===== config.mk =====
export PLATFORM = sky130hd
export DESIGN_NAME = uart_trace_printer
export DESIGN_NICKNAME = d
export VERILOG_FILES = /design/src/rtl/uart_trace_printer.sv
export SDC_FILE = /design/constraint.sdc
export NUM_CORES = 1
export LEC_CHECK = 0
export ABC_AREA = 1
export BUFFER_PORTS_ARGS = -buffer_cell sky130_fd_sc_hd__buf_4
export CELL_PAD_IN_SITES_DETAIL_PLACEMENT = 1
export CELL_PAD_IN_SITES_GLOBAL_PLACEMENT = 1
export CORE_MARGIN = 2
export CORE_UTILIZATION = 43
export CTS_BUF_LIST = sky130_fd_sc_hd__clkbuf_8 sky130_fd_sc_hd__clkbuf_16
export DETAILED_ROUTE_END_ITERATION = 16
export GPL_TIMING_DRIVEN = 0
export HOLD_SLACK_MARGIN = 0.03
export PLACE_DENSITY_LB_ADDON = 0.25
export SLEW_MARGIN = 20
export SYNTH_ARGS = -nofsm -noshare
export SYNTH_HDL_FRONTEND = slang
export SYNTH_SLANG_ARGS = --single-unit

===== constraint.sdc =====
create_clock -name clk -period 3.57 [get_ports clk]
set_input_delay 0.357 -clock clk [delete_from_list [all_inputs] [get_ports clk]]
set_output_delay 0.357 -clock clk [all_outputs]
set_load 0.005 [all_outputs]

===== src/rtl/uart_trace_printer.sv =====
// Multi-channel trace printer: captures strobed channel values into a FIFO and
// prints each event as an ASCII hex line "C:VVVV\r\n" on an 8N1 UART pin.
module uart_trace_printer #(
  parameter int CLK_HZ = 27000000,
  parameter int BAUD   = 115200,
  parameter int NUM_CH = 4,
  parameter int WIDTH  = 16,
  parameter int DEPTH  = 8
) (
  input  logic                        clk,
  input  logic                        reset,
  input  logic [NUM_CH*WIDTH-1:0]     trace_in,
  input  logic [NUM_CH-1:0]           trace_valid,
  input  logic                        change_only,
  output logic                        txp,
  output logic                        busy,
  output logic [7:0]                  drop_count,
  output logic [$clog2(DEPTH+1)-1:0]  fifo_level
);

  localparam int BIT_CYC = (CLK_HZ / BAUD < 2) ? 2 : CLK_HZ / BAUD;
  localparam int CNT_W   = $clog2(BIT_CYC);
  localparam int NIB     = WIDTH / 4;
  localparam int NBYTES  = NIB + 4;
  localparam int BYTE_W  = $clog2(NBYTES);
  localparam int ENTRY_W = 4 + WIDTH;
  localparam int AW      = $clog2(DEPTH);
  localparam int LW      = $clog2(DEPTH + 1);

  typedef enum logic [2:0] {S_IDLE, S_LOAD, S_START, S_DATA, S_STOP} state_t;

  logic [NUM_CH-1:0]             pending_vec;
  logic [NUM_CH-1:0][WIDTH-1:0]  pend_vals;
  logic [NUM_CH-1:0]             accept;
  logic [NUM_CH-1:0]             dropped;
  logic [NUM_CH-1:0]             grant;
  logic                          push;
  logic                          pop;
  logic [3:0]                    push_ch;
  logic [WIDTH-1:0]              push_val;
  logic                          fifo_full;
  logic                          fifo_empty;

  logic [7:0]                    drop_count_reg;
  logic [7:0]                    drop_count_next;
  logic [8:0]                    drop_total;

  logic [ENTRY_W-1:0]            mem [DEPTH];
  logic [ENTRY_W-1:0]            rd_data_reg;
  logic [AW-1:0]                 wr_ptr_reg;
  logic [AW-1:0]                 rd_ptr_reg;
  logic [LW-1:0]                 count_reg;

  state_t                        state_reg;
  state_t                        state_next;
  logic [ENTRY_W-1:0]            line_reg;
  logic [BYTE_W-1:0]             byte_idx_reg;
  logic [2:0]                    bit_idx_reg;
  logic [CNT_W-1:0]              baud_cnt_reg;
  logic                          bit_done;
  logic                          last_byte;
  logic [7:0]                    tx_byte;
  logic [WIDTH-1:0]              value_shift;

  function automatic logic [7:0] hex_ascii(input logic [3:0] n);
    return (n < 4'd10) ? (8'h30 + {4'h0, n}) : (8'h37 + {4'h0, n});
  endfunction

  // Per-channel capture state: the new sample always wins the pending slot,
  // while a same-edge grant still pushes the previous value.
  for (genvar gi = 0; gi < NUM_CH; gi++) begin : g_ch
    logic [WIDTH-1:0] sample;
    logic             pending_reg;
    logic             seen_reg;
    logic [WIDTH-1:0] pend_val_reg;
    logic [WIDTH-1:0] last_reg;

    assign sample          = trace_in[gi*WIDTH +: WIDTH];
    assign accept[gi]      = trace_valid[gi] &
                             ~(change_only & seen_reg & (sample == last_reg));
    assign dropped[gi]     = accept[gi] & pending_reg & ~grant[gi];
    assign pending_vec[gi] = pending_reg;
    assign pend_vals[gi]   = pend_val_reg;

    always_ff @(posedge clk or posedge reset) begin
      if (reset) begin
        pending_reg  <= 1'b0;
        seen_reg     <= 1'b0;
        pend_val_reg <= '0;
        last_reg     <= '0;
      end else if (accept[gi]) begin
        pending_reg  <= 1'b1;
        seen_reg     <= 1'b1;
        pend_val_reg <= sample;
        last_reg     <= sample;
      end else if (grant[gi]) begin
        pending_reg  <= 1'b0;
      end
    end
  end

  always_comb begin
    grant    = '0;
    push_ch  = '0;
    push_val = '0;
    for (int i = NUM_CH - 1; i >= 0; i--) begin
      if (pending_vec[i]) begin
        grant    = '0;
        grant[i] = 1'b1;
        push_ch  = 4'(i);
        push_val = pend_vals[i];
      end
    end
    if (fifo_full) grant = '0;
    push = |grant;
  end

  always_comb begin
    drop_total = {1'b0, drop_count_reg};
    for (int i = 0; i < NUM_CH; i++) drop_total = drop_total + 9'(dropped[i]);
    drop_count_next = drop_total[8] ? 8'hFF : drop_total[7:0];
  end

  always_ff @(posedge clk or posedge reset) begin
    if (reset) drop_count_reg <= '0;
    else       drop_count_reg <= drop_count_next;
  end

  assign fifo_full  = (count_reg == LW'(DEPTH));
  assign fifo_empty = (count_reg == '0);
  assign pop        = (state_reg == S_IDLE) && !fifo_empty;

  always_ff @(posedge clk) begin
    if (push) mem[wr_ptr_reg] <= {push_ch, push_val};
    if (pop)  rd_data_reg     <= mem[rd_ptr_reg];
  end

  always_ff @(posedge clk or posedge reset) begin
    if (reset) begin
      wr_ptr_reg <= '0;
      rd_ptr_reg <= '0;
      count_reg  <= '0;
    end else begin
      if (push) wr_ptr_reg <= wr_ptr_reg + AW'(1);
      if (pop)  rd_ptr_reg <= rd_ptr_reg + AW'(1);
      case ({push, pop})
        2'b10:   count_reg <= count_reg + LW'(1);
        2'b01:   count_reg <= count_reg - LW'(1);
        default: count_reg <= count_reg;
      endcase
    end
  end

  assign bit_done  = (baud_cnt_reg == CNT_W'(BIT_CYC - 1));
  assign last_byte = (byte_idx_reg == BYTE_W'(NBYTES - 1));

  always_ff @(posedge clk or posedge reset) begin
    if (reset) state_reg <= S_IDLE;
    else       state_reg <= state_next;
  end

  always_comb begin
    state_next = state_reg;
    case (state_reg)
      S_IDLE:  if (!fifo_empty) state_next = S_LOAD;
      S_LOAD:  state_next = S_START;
      S_START: if (bit_done) state_next = S_DATA;
      S_DATA:  if (bit_done && bit_idx_reg == 3'd7) state_next = S_STOP;
      S_STOP:  if (bit_done) state_next = last_byte ? S_IDLE : S_START;
      default: state_next = S_IDLE;
    endcase
  end

  always_ff @(posedge clk or posedge reset) begin
    if (reset) begin
      line_reg     <= '0;
      byte_idx_reg <= '0;
      bit_idx_reg  <= '0;
      baud_cnt_reg <= '0;
    end else begin
      case (state_reg)
        S_LOAD: begin
          line_reg     <= rd_data_reg;
          byte_idx_reg <= '0;
          bit_idx_reg  <= '0;
          baud_cnt_reg <= '0;
        end
        S_START, S_DATA, S_STOP: begin
          baud_cnt_reg <= bit_done ? '0 : baud_cnt_reg + CNT_W'(1);
          if (state_reg == S_DATA && bit_done) bit_idx_reg <= bit_idx_reg + 3'd1;
          if (state_reg == S_STOP && bit_done) byte_idx_reg <= byte_idx_reg + BYTE_W'(1);
        end
        default: baud_cnt_reg <= '0;
      endcase
    end
  end

  // Byte 0 is the channel digit, 1 the colon, then value nibbles MSB first, CR, LF.
  always_comb begin
    value_shift = '0;
    if (byte_idx_reg == '0) begin
      tx_byte = hex_ascii(line_reg[ENTRY_W-1 -: 4]);
    end else if (byte_idx_reg == BYTE_W'(1)) begin
      tx_byte = 8'h3A;
    end else if (byte_idx_reg == BYTE_W'(NBYTES - 2)) begin
      tx_byte = 8'h0D;
    end else if (byte_idx_reg == BYTE_W'(NBYTES - 1)) begin
      tx_byte = 8'h0A;
    end else begin
      value_shift = line_reg[WIDTH-1:0] >> (4 * (NIB + 1 - int'(byte_idx_reg)));
      tx_byte     = hex_ascii(value_shift[3:0]);
    end
  end

  always_comb begin
    txp  = 1'b1;
    busy = (|pending_vec) || (count_reg != '0) || (state_reg != S_IDLE);
    case (state_reg)
      S_START: txp = 1'b0;
      S_DATA:  txp = tx_byte[bit_idx_reg];
      default: txp = 1'b1;
    endcase
  end

  assign drop_count = drop_count_reg;
  assign fifo_level = count_reg;

endmodule


==> qor.yml <==
avgViaCountPerCell: 5.302
synth_area_um2: 13010
grt-ovfl-total: 0
power.internal_mw: 6.911
powerDensity_nw_per_um2: 616.9
hold_class: "input port to register"
path_clk_slew_ps: 60
holdWs_ps: 49.32
routabilityCongestion: 0.8925
peakVddDrop_mv: 0.3788
postLayoutSetupSlackWorst_ps: 111.9
outcome: "complete, no violations"
total_leakage_power_nw: 6.629
num_vias: 10063
path_max_fanout: 10
antennaDiodeCount: 0
pwr-share-clk_pct: 34.0
cts_tree: "yes"
hold_viol_final: 0
dr_wl_met3_um: 1482
h-tree-depth: 1
critPathArrivalTime_ps: 3900
wl_met2_um: 19000
die_h_um: 178.0
met1_length_um: 15090
yosys-top-cells-count: "nand2_1, nor2_1, o21ai_0"
worst_slew_pin_slew_ps: 1191
cts_root_buf: "clkbuf_16"
fin_util_pct: 52.79
skew_ps: 19.08
fin_setup_tns_ps: 0
insertion_delay_ps: 560
die_w_um: 178.0
grt_max_degree: 28
min_period_over_period_pct: 96.87
wl_um: 36630
grt_pass1_vias: 10717
synth_edf_count: 162
synth_cell_types: 46
dr.max_layer_used: "met4"
slew_violations: 0
power.total_mw: 9.677
ys_seq_area_share_pct: 61.42
synth.area.top_cells: "edfxtp_1, dfrtp_1, nand2_1"
p_comb_share_pct: 18.4
timing.fmax_mhz: 289.2
syn_avg_cell_area_um2: 9.770
synthDominantCellAreaShare_pct: 37.38
avgRoutedWirePerCell_um: 19.30
rsz0062_at_grt: "true"
cts.sinks: 287
max_slew_margin_pct: 19.91
drt_iter0_drc: 515
fin_area_um2: 15690
largest_register_ffs: 144
yosysWarningCount: 0
postSynthCellCount: 1332
cp-start-kind: "register"
initial_core_util_pct: 43.79
antenna_found_initial: 0
postSynthNetCount: 1424
r2r_start: "g_ch[2].last_reg[11]$_DFFE_PP0P_"
drv_cap: 0
cp-end-kind: "register"
synth.most_common_cell: "nand2_1"
swShare_pct: 28.58
grtUsageTotal_pct: 23.73
fin_cells: 1898
place_hpwl_um: 26890
dieArea_um2: 31670
min_from: "trace_in[30]"
place_ws_ps: -457.5
rows: 63
required_ps: 4010
fin_nets: 1575
ys_ff_latch: 287
io_pins: 85
dpl_cell_area_um2: 14390
ant_nets: 0
placed_cells: 1820
ys.flop_type: "edfxtp_1"
syn_to_final_growth_pct: 20.54
drive_above_1_share_pct: 13.79
fin_crit_ps: 3458
cts_buffers: 31
drt_first_pass_iters: 5
drc: 0
p_seq_share_pct: 47.6
core_area_um2: 29720
io_buffers: 84
clock_path_buffers: 3
p_sw_mw: 2.766
crit_start: "g_ch[2].last_reg[11]$_DFFE_PP0P_"
criticalPathCategory: "register to register"
yosys.area.top_type: "edfxtp_1"
synth_async_sr_flop_share_pct: 43.55
grt_pass1_wl_um: 58200
setup_viol: 0
cell families after synthesis:
logic type	share of synthesized area, %
compound gates	12.47
flops	61.42
simple gates	16.19
fa+ha+maj	2.250
xor+xnor	1.750
buf+inv	5.922
metal layers:
layer  up-vias  global-route usage, %
li1       4816                      -
met1      4968                  29.45
met2       212                  42.83
met3        67                  2.956
met4         0                  7.684
met5         -                      0
power by group through the flow:
| stage | clock, mW | combinational, mW | sequential, mW |
|---|---|---|---|
| 6_report | 3.29 | 1.78 | 4.61 |
| 5_1_grt | 3.45 | 1.96 | 4.67 |
| 4_1_cts | 3.34 | 1.77 | 4.61 |
| 2_1_floorplan | 0 | 0.939 | 4.58 |
| 3_5_place_dp | 0 | 1.72 | 4.66 |
| 3_3_place_gp | 0 | 1.50 | 4.64 |
timing repair:
action | 4_1_cts | 5_1_grt
hold buffers | 17 | 0
endpoints found under the setup margin | 8 | 4
buffers inserted | 0 | 3
pin swaps | 0 | 3
endpoints found under the hold margin | 32 | 0
resized for setup | 7 | 8
layout by cell type (no fill, tap or decap), types with 28 or more instances in the layout:
cell type  Yosys  routed
dfrtp_1      125     125
clkbuf_1      28      28
a21oi_1       36      36
inv_1        136     145
o21ai_0      174     169
nor2_1       191     180
edfxtp_1     162     162
buf_4          5      92
clkbuf_16      0      31
nand3_1       37      35
o22ai_1       38      38
nand2_1      242     241
worst paths after layout:
check                      slack [ps]                                to  cells past startpoint
setup / recovery                  110           drop_count[7]$_DFF_PP0_                     17
hold / removal                     50  g_ch[1].last_reg[14]$_DFFE_PP0P_                      3
setup reg to reg                  110           drop_count[7]$_DFF_PP0_                     17
hold reg to reg                   450           line_reg[2]$_DFFE_PP0P_                      2
max in group asynchronous        2300  g_ch[2].last_reg[12]$_DFFE_PP0P_                      6
min in group asynchronous         390         rd_ptr_reg[0]$_DFFE_PP0P_                      3
critical path: stages (launching register included):
cell and delay (ps):
dfrtp_1 410, or2_2 300, o2111ai_1 120, nor4_2 80, nand4_1 110, nand2_2 100, inv_4 80, buf_8 140
nand2_1 70, fa_1 480, inv_1 70, fa_2 430, fa_2 360, nand2_2 90, inv_1 110, nand3_4 140
a21boi_0 170, o21ai_0 100
cell type report:
class / instances / area, um^2
sequential: 287 / 7993
buffer: 44 / 219.0
fill: 3297 / 14030
inverter: 148 / 564.3
timing repair buffer: 118 / 1044
tap: 390 / 488.0
clock inverter: 25 / 242.7
multi-input combinational: 853 / 4333
clock buffer: 33 / 803.3
Power figures use the tool's default switching activity.
